===== src/rtl/mem_port_sched.sv =====
// Shared data-memory port scheduler: fetch reads vs execute scalar/vector ld/st.
// Optional FETCH_STARVE_GUARD_EN forces a fetch grant after 7 starved cycles.
module mem_port_sched #(
    parameter int VLEN   = 4,
    parameter int DATA_W = 16,
    parameter int ADDR_W = 16
) (
    input  logic                     clk,
    input  logic                     rst,
    input  logic                     f_req,
    input  logic [ADDR_W-1:0]        f_addr,
    output logic                     f_gnt,
    output logic                     f_rvalid,
    output logic [DATA_W-1:0]        f_rdata,
    input  logic                     x_req,
    input  logic                     x_we,
    input  logic                     x_vec,
    input  logic [ADDR_W-1:0]        x_addr,
    input  logic [VLEN*DATA_W-1:0]   x_wdata,
    output logic                     x_gnt,
    output logic                     x_busy,
    output logic                     x_done,
    output logic [VLEN*DATA_W-1:0]   x_rdata,
    output logic [ADDR_W-1:0]        mem_raddr,
    input  logic [DATA_W-1:0]        mem_rdata,
    output logic                     mem_wen,
    output logic [ADDR_W-1:0]        mem_waddr,
    output logic [DATA_W-1:0]        mem_wdata
);

    localparam int BW = $clog2(VLEN);

    typedef enum logic [1:0] {IDLE, XFER, WAIT, DONE} state_t;

    state_t                  state;
    state_t                  stateNext;
    logic [BW-1:0]           beat;
    logic [BW-1:0]           lastBeat;
    logic                    atLast;
    logic [ADDR_W-1:0]       baseAddr;
    logic [ADDR_W-1:0]       curAddr;
    logic                    isWe;
    logic                    isVec;
    logic [VLEN*DATA_W-1:0]  wdataReg;
    logic [VLEN*DATA_W-1:0]  rdataReg;
    logic                    capPend;
    logic [BW-1:0]           capLane;
    logic                    fRvalid;
    logic                    fetchForce;

    assign lastBeat = isVec ? BW'(VLEN - 1) : '0;
    assign atLast   = (beat == lastBeat);
    assign curAddr  = baseAddr + ADDR_W'(beat);

`ifdef FETCH_STARVE_GUARD_EN
    logic [2:0] starveCnt;

    assign fetchForce = (starveCnt == 3'd7);

    // Saturates so a long vector transfer cannot wrap the count back down
    always_ff @(posedge clk or posedge rst) begin
        if (rst) begin
            starveCnt <= '0;
        end else if (f_gnt) begin
            starveCnt <= '0;
        end else if (f_req && starveCnt != 3'd7) begin
            starveCnt <= starveCnt + 3'd1;
        end
    end
`else
    assign fetchForce = 1'b0;
`endif

    always_comb begin
        stateNext = state;
        x_gnt     = 1'b0;
        f_gnt     = 1'b0;
        x_busy    = 1'b0;
        x_done    = 1'b0;
        mem_raddr = '0;
        mem_wen   = 1'b0;
        mem_waddr = '0;
        mem_wdata = '0;
        unique case (state)
            IDLE: begin
                if (!rst) begin
                    if (f_req && fetchForce) begin
                        f_gnt     = 1'b1;
                        mem_raddr = f_addr;
                    end else if (x_req) begin
                        x_gnt     = 1'b1;
                        stateNext = XFER;
                    end else if (f_req) begin
                        f_gnt     = 1'b1;
                        mem_raddr = f_addr;
                    end
                end
            end
            XFER: begin
                x_busy = 1'b1;
                if (isWe) begin
                    mem_wen   = 1'b1;
                    mem_waddr = curAddr;
                    mem_wdata = wdataReg[DATA_W*beat +: DATA_W];
                end else begin
                    mem_raddr = curAddr;
                end
                if (atLast) begin
                    stateNext = isWe ? DONE : WAIT;
                end
            end
            WAIT: begin
                x_busy    = 1'b1;
                stateNext = DONE;
            end
            DONE: begin
                x_done    = 1'b1;
                stateNext = IDLE;
            end
            default: stateNext = IDLE;
        endcase
    end

    always_ff @(posedge clk or posedge rst) begin
        if (rst) begin
            state    <= IDLE;
            beat     <= '0;
            baseAddr <= '0;
            isWe     <= 1'b0;
            isVec    <= 1'b0;
            wdataReg <= '0;
            rdataReg <= '0;
            capPend  <= 1'b0;
            capLane  <= '0;
            fRvalid  <= 1'b0;
        end else begin
            state   <= stateNext;
            fRvalid <= f_gnt;
            capPend <= 1'b0;
            // Read data for the beat issued last cycle lands now
            if (capPend) begin
                rdataReg[DATA_W*capLane +: DATA_W] <= mem_rdata;
            end
            if (x_gnt) begin
                baseAddr <= x_addr;
                isWe     <= x_we;
                isVec    <= x_vec;
                wdataReg <= x_wdata;
                rdataReg <= '0;
                beat     <= '0;
            end
            if (state == XFER) begin
                beat <= beat + BW'(1);
                if (!isWe) begin
                    capPend <= 1'b1;
                    capLane <= beat;
                end
            end
        end
    end

    assign f_rvalid = fRvalid;
    assign f_rdata  = fRvalid ? mem_rdata : '0;
    assign x_rdata  = rdataReg;

endmodule


===== config.mk =====
export PLATFORM = sky130hd
export DESIGN_NAME = mem_port_sched
export DESIGN_NICKNAME = d
export VERILOG_FILES = /design/src/rtl/mem_port_sched.sv
export SDC_FILE = /design/constraint.sdc
export NUM_CORES = 1
export LEC_CHECK = 0
export BUFFER_PORTS_ARGS = -buffer_cell sky130_fd_sc_hd__buf_4
export CORE_MARGIN = 1.5
export CORE_UTILIZATION = 50
export DETAILED_ROUTE_END_ITERATION = 8
export GPL_TIMING_DRIVEN = 1
export HOLD_SLACK_MARGIN = 0.03
export PLACE_DENSITY = 0.89
export REMOVE_ABC_BUFFERS = 1
export SLEW_MARGIN = 5
export SYNTH_ARGS = -nofsm -noshare
export SYNTH_HDL_FRONTEND = slang
export SYNTH_SLANG_ARGS = --single-unit

===== constraint.sdc =====
create_clock -name clk -period 6.3 [get_ports clk]
set_input_delay 0.63 -clock clk [delete_from_list [all_inputs] [get_ports clk]]
set_output_delay 0.63 -clock clk [all_outputs]
set_load 0.03 [all_outputs]

Word-level counts from Yosys, hierarchy flattened
Index checks and enable logic that the tools add are counted.
W data, S select, Z words.
{"block": "word_totals", "out_inout_bits": 134, "inputBits": 118, "register_bits": 154, "wordCells": 64}
{"block": "op_classes", "n_addsub": 3, "mux": 34, "n_eq_ne": 7, "shift": 3, "reduce_logical": 6, "n_bitwise": 1}
{"op": "$mux W16", "count": 9}
{"op": "$mux W64", "count": 2}
{"op": "$bwmux W64", "count": 1}
{"op": "$shift A16 B34 Y64 const A", "count": 1}
{"op": "$shiftx A16 B34 Y64", "count": 1}
{"op": "$shiftx A64 B7 Y16", "count": 1}
{"op": "$neg A6 Y34", "count": 1}
{"op": "$pmux W16 S2", "count": 1}
{"op": "$add A16 B2 Y16", "count": 1}
{"op": "$mux W1", "count": 14}
{"op": "$mux W2", "count": 6}
{"op": "$pmux W2 S4", "count": 1}
{"op": "$ne A2 B2 Y1 const B", "count": 3}
{"op": "$eq A2 B2 Y1 const B", "count": 2}
{"op": "$reduce_bool A2 Y1", "count": 2}
{"op": "$reduce_and A3 Y1", "count": 1}
{"op": "$add A2 B1 Y2 const B", "count": 1}
{"op": "$eq A2 B1 Y1 const B", "count": 1}
{"op": "$eq A2 B2 Y1", "count": 1}
{"op": "$logic_not A2 Y1", "count": 1}
{"op": "$reduce_and A2 Y1", "count": 1}
{"op": "$reduce_or A2 Y1", "count": 1}
{"op": "$not A1 Y1", "count": 1}

Depth between registers and ports, before layout
{"block": "depth", "ltp_word": 5, "depth_mapped": 8, "depth_no_buf": 7}

Worst setup path before layout
Ideal clock, no wire load.
{"block": "synth_path", "path_kind": "flip-flop to output port", "start": "register beat[0]", "end": "output port mem_raddr[12]", "required_ns": 5.670, "setup_slack_ns": 3.558, "arrival_ns": 2.112, "n_path_buf": 0, "stages_incl_launch_ff": 7, "path_cell_list": "dfrtp_1 -> ha_1 -> fa_1 -> and3_1 -> nand4_1 -> xor2_1 -> o21ai_0"}
{"block": "synth_via", "elab_chain_cells": 3}
{"item": "start: declaration", "line_no": "37", "rtl": "logic [BW-1:0] beat;"}
{"item": "start signal: assignment", "line_no": "153", "rtl": "beat <= beat + BW'(1);"}
{"item": "$add A16 B2 Y16", "line_no": "53", "rtl": "assign curAddr = baseAddr + ADDR_W'(beat);"}
{"item": "$mux W16", "line_no": "101", "rtl": "if (isWe) begin"}
{"item": "$pmux W16 S2", "line_no": "84", "rtl": "unique case (state)"}
{"item": "end: declaration", "line_no": "24", "rtl": "output logic [ADDR_W-1:0] mem_raddr,"}
No other way between the ends.

Final worst setup path
{"block": "layout_path", "start": "register state[0]", "end": "output port x_gnt"}
{"block": "layout_via", "elab_chain_cells": 2}
{"item": "start: declaration", "line_no": "35", "rtl": "state_t state;"}
{"item": "start signal: assignment", "line_no": "137", "rtl": "state <= stateNext;"}
{"item": "$logic_not A2 Y1", "line_no": "84"}
{"item": "$mux W1", "line_no": "84"}
{"item": "end: declaration", "line_no": "20", "rtl": "output logic x_gnt,"}
No other way between the ends.

==> impl_metrics.env <==
export IMPL_critical_path_buf_inv_count=3
export IMPL_worst_pin_slew_ns=1.23
export IMPL_port_buffers=251
export IMPL_hold_viol_final=0
export IMPL_p_seq_share_pct=35.6
export IMPL_dieHeight_um=122
export IMPL_met3_usage_pct=5.20
export IMPL_peakVddDrop_mv=0.224
export IMPL_synth_edf_count=0
export IMPL_path_clk_slew_ns=0.06
export IMPL_clk_latency_ns=0.42
export IMPL_ant_nets=0
export IMPL_hp_class="input port to async pin"
export IMPL_fillers=1007
export IMPL_drc=0
export IMPL_place_ws_ns=2.96
export IMPL_die_w_um=122
export IMPL_max_freq_mhz=267
export IMPL_grtUsageTotal_pct=26.7
export IMPL_first_global_vias=5930
export IMPL_r2r_end="wdataReg[6]"
export IMPL_grt_max_degree=88
export IMPL_dp_hpwl_mm=13.1
export IMPL_power_w=0.00462
export IMPL_ys_top_cells_by_area="dfrtp_1 55%, nand2_1 14%, a22o_1 8.2%"
export IMPL_gp_congestion=0.827
export IMPL_fin_crit_ns=3.75
export IMPL_drv_cap=0
export IMPL_status="finished, final reports clean"
export IMPL_setup_slack_ns=2.55
export IMPL_multi_input_area_um2=2970
export IMPL_regArea_um2=3850
export IMPL_grt_first_pass_wirelength_mm=30.3
export IMPL_start_util_pct=50.9
export IMPL_start_kind="register"
export IMPL_grt_util_met1_pct=34.9
export IMPL_die_area_um2=14800
export IMPL_synth_largest_area_cell="dfrtp_1"
export IMPL_cts_buffers=17
export IMPL_power_frac_comb_pct=39.2
export IMPL_yosys_area_top_type_share_pct=54.8
export IMPL_required_ns=5.67
export IMPL_globalRoute_totalOverflow=0
export IMPL_setup_viol=0
export IMPL_path_class="register to primary output"
export IMPL_cts_max_path_buffers=2
export IMPL_worstPathCellList="inv_1 > ha_1 > nand3b_4 > inv_2 > buf_4"
export IMPL_cp_max_fo=87
export IMPL_grt_busiest_layer="met2"
export IMPL_clockPowerShare_pct=25.2
export IMPL_power_density_nw_per_um2=476
export IMPL_area_growth_syn_to_layout_pct=37.9
export IMPL_cts_hold_buf=0
export IMPL_crit_path_top_delay_cell="inv_2"
export IMPL_worstReg2RegStart="state[0]"
export IMPL_syn_instance_count=692
export IMPL_cts_setup_buffers=0
export IMPL_ctsResizeCount=0
export IMPL_ff2ff_path_depth=7
export IMPL_dr_total_vias=6156
export IMPL_synth_main_ff_cell="dfrtp_1"
export IMPL_drive_gt1_share_pct=33.8
export IMPL_drt_wl_total_mm=19.3
export IMPL_finClkSkew_ns=0.00692
export IMPL_grt_setup_unrepaired="no"
export IMPL_slew_headroom_pct=17.5
export IMPL_yosysUniqueCellTypes=44
export IMPL_setup_tns_final_ns=0
export IMPL_fin_crit_sh_pct=59.5
export IMPL_htreeDepth=4
export IMPL_clk_root_buffer_cell="clkbuf_16"
export IMPL_core_um2=13800
export IMPL_syn_area_um2=7040
export IMPL_num_rows=43
export IMPL_wire_per_inst_um=17.2
export IMPL_ys_seq_elements=154
export IMPL_yosys_warnings=0
export IMPL_cp_arrival_ns=3.12
export IMPL_leakage_nw=5.13
export IMPL_switching_power_w=0.00176
export IMPL_antenna_found_initial=1
export IMPL_p_sw_share_pct=38.1
export IMPL_final_max_slew_viol_count=0
export IMPL_use_met2_pct=44.5
export IMPL_internal_power_w=0.00286
export IMPL_async_flop_share_pct=100
export IMPL_ioPinCount=252
export IMPL_reg2reg_slack_ns=2.99
export IMPL_synth_area_per_cell_um2=10.2
export IMPL_drt_pass1_iter_count=4
export IMPL_cts_tree="done"
export IMPL_critPathTopFamily="buffers and inverters"
export IMPL_fin_nets=1060
export IMPL_via_per_inst=5.47
export IMPL_synth_seq_area_share_pct=54.8
export IMPL_endpoint_kind="primary output"
export IMPL_clock_sinks=154
export IMPL_drtIter0Drc=452
export IMPL_cpPeakStageDelay_ns=0.84
==> power groups by stage <==
stage	clock [W]	combinational, W	sequential, W
2_1_floorplan	0	0.000985	0.00179
3_3_place_gp	0	0.00176	0.00163
3_5_place_dp	0	0.00181	0.00165
4_1_cts	0.00118	0.00182	0.00164
5_1_grt	0.00123	0.00196	0.00169
6_report	0.00116	0.00181	0.00165
==> placed cells by master, fill, tap and decap left out, types with 2 or more instances in the layout <==
cell type,n
inv_6,2
bufinv_16,6
xor2_1,12
and3_1,5
ha_1,10
nor4_4,2
o21ai_0,18
nand2_1,271
and4_4,2
or3_1,4
nand3_1,6
a22o_1,66
clkinvlp_4,3
dfrtp_1,154
clkinv_4,2
buf_4,258
inv_1,5
nor2_1,13
clkbuf_16,17
mux4_2,16
and2_1,32
nand4_1,7
a21oi_1,7
==> area by class of cell <==
type / instances / area share [%]
antenna: 1 / 0.0258
clock buffer: 19 / 4.56
clock inverter: 13 / 2.47
inverter: 8 / 0.361
multi-input combinational: 492 / 30.6
sequential: 154 / 39.7
tap: 180 / 2.32
timing repair buffer: 258 / 20.0
==> worst register-to-register path, stage by stage (launching register included) <==
cell and delay (ns):
dfrtp_1 0.41, inv_1 0.11, ha_1 0.28, nand3b_4 0.72
inv_2 0.91, buf_4 0.59, nand2_1 0.16, nand2_1 0.09
==> cells by family after synthesis <==
| family | after synthesis | synth area share [%] |
|---|---|---|
| simple gates | 354 | 22.5 |
| flops | 154 | 54.8 |
| compound gates | 97 | 10.7 |
| buf+inv | 46 | 3.04 |
| mux | 17 | 5.26 |
| xor+xnor | 13 | 1.62 |
| fa+ha+maj | 11 | 2.06 |
==> registers in the layout, summed over array words and instances (netlist names) <==
register / count
baseAddr: 16
beat: 2
capLane: 2
capPend: 1
f_rvalid: 1
isVec: 1
isWe: 1
state: 2
wdataReg: 64
x_rdata: 64
==> synth_stat cells (all sizes together), types with 2 or more instances <==
cell type	count
and2	33
inv	7
a22o	66
and4	2
clkbuf	17
nand2b	2
nand4	8
o21ai	18
ha	10
buf	21
a21oi	7
mux4	16
and3	6
nor2	13
xor2	12
or3	4
nand3	6
nor4	3
dfrtp	154
nand2	272
==> routing by layer <==
layer | share of wire (%) | vias up | routed length (µm)
met1 | 42 | 3021 | 8100
met3 | 6.9 | 27 | 1330
met5 | 0 | - | 0
met4 | 2.1 | 0 | 415
li1 | - | 2823 | -
met2 | 49 | 285 | 9490
==> worst max-delay path by stage <==
stage,startpoint,to,slack (ns),depth (start not counted)
after floorplan,rst,baseAddr[0],1.52,1
after global placement,rst,x_gnt,2.97,4
after detailed placement,rst,x_gnt,2.96,4
after CTS,state[0],x_gnt,2.55,5
after global routing,state[0],x_gnt,2.31,5
final,state[0],x_gnt,2.55,5
==> through the flow <==
step	utilization (%)	hold slack, ns	instances	instance area [µm²]
final	70.2	0.309	1125	9710
after global routing	70.2	0.358	1125	9710
after CTS	70.2	0.324	1124	9700
after detailed placement	65.2	0.458	1092	9020
after global placement	65.2	0.451	1092	9020
after floorplan	-	0.440	654	6850
Note: power is estimated with default switching activity, not from simulation.
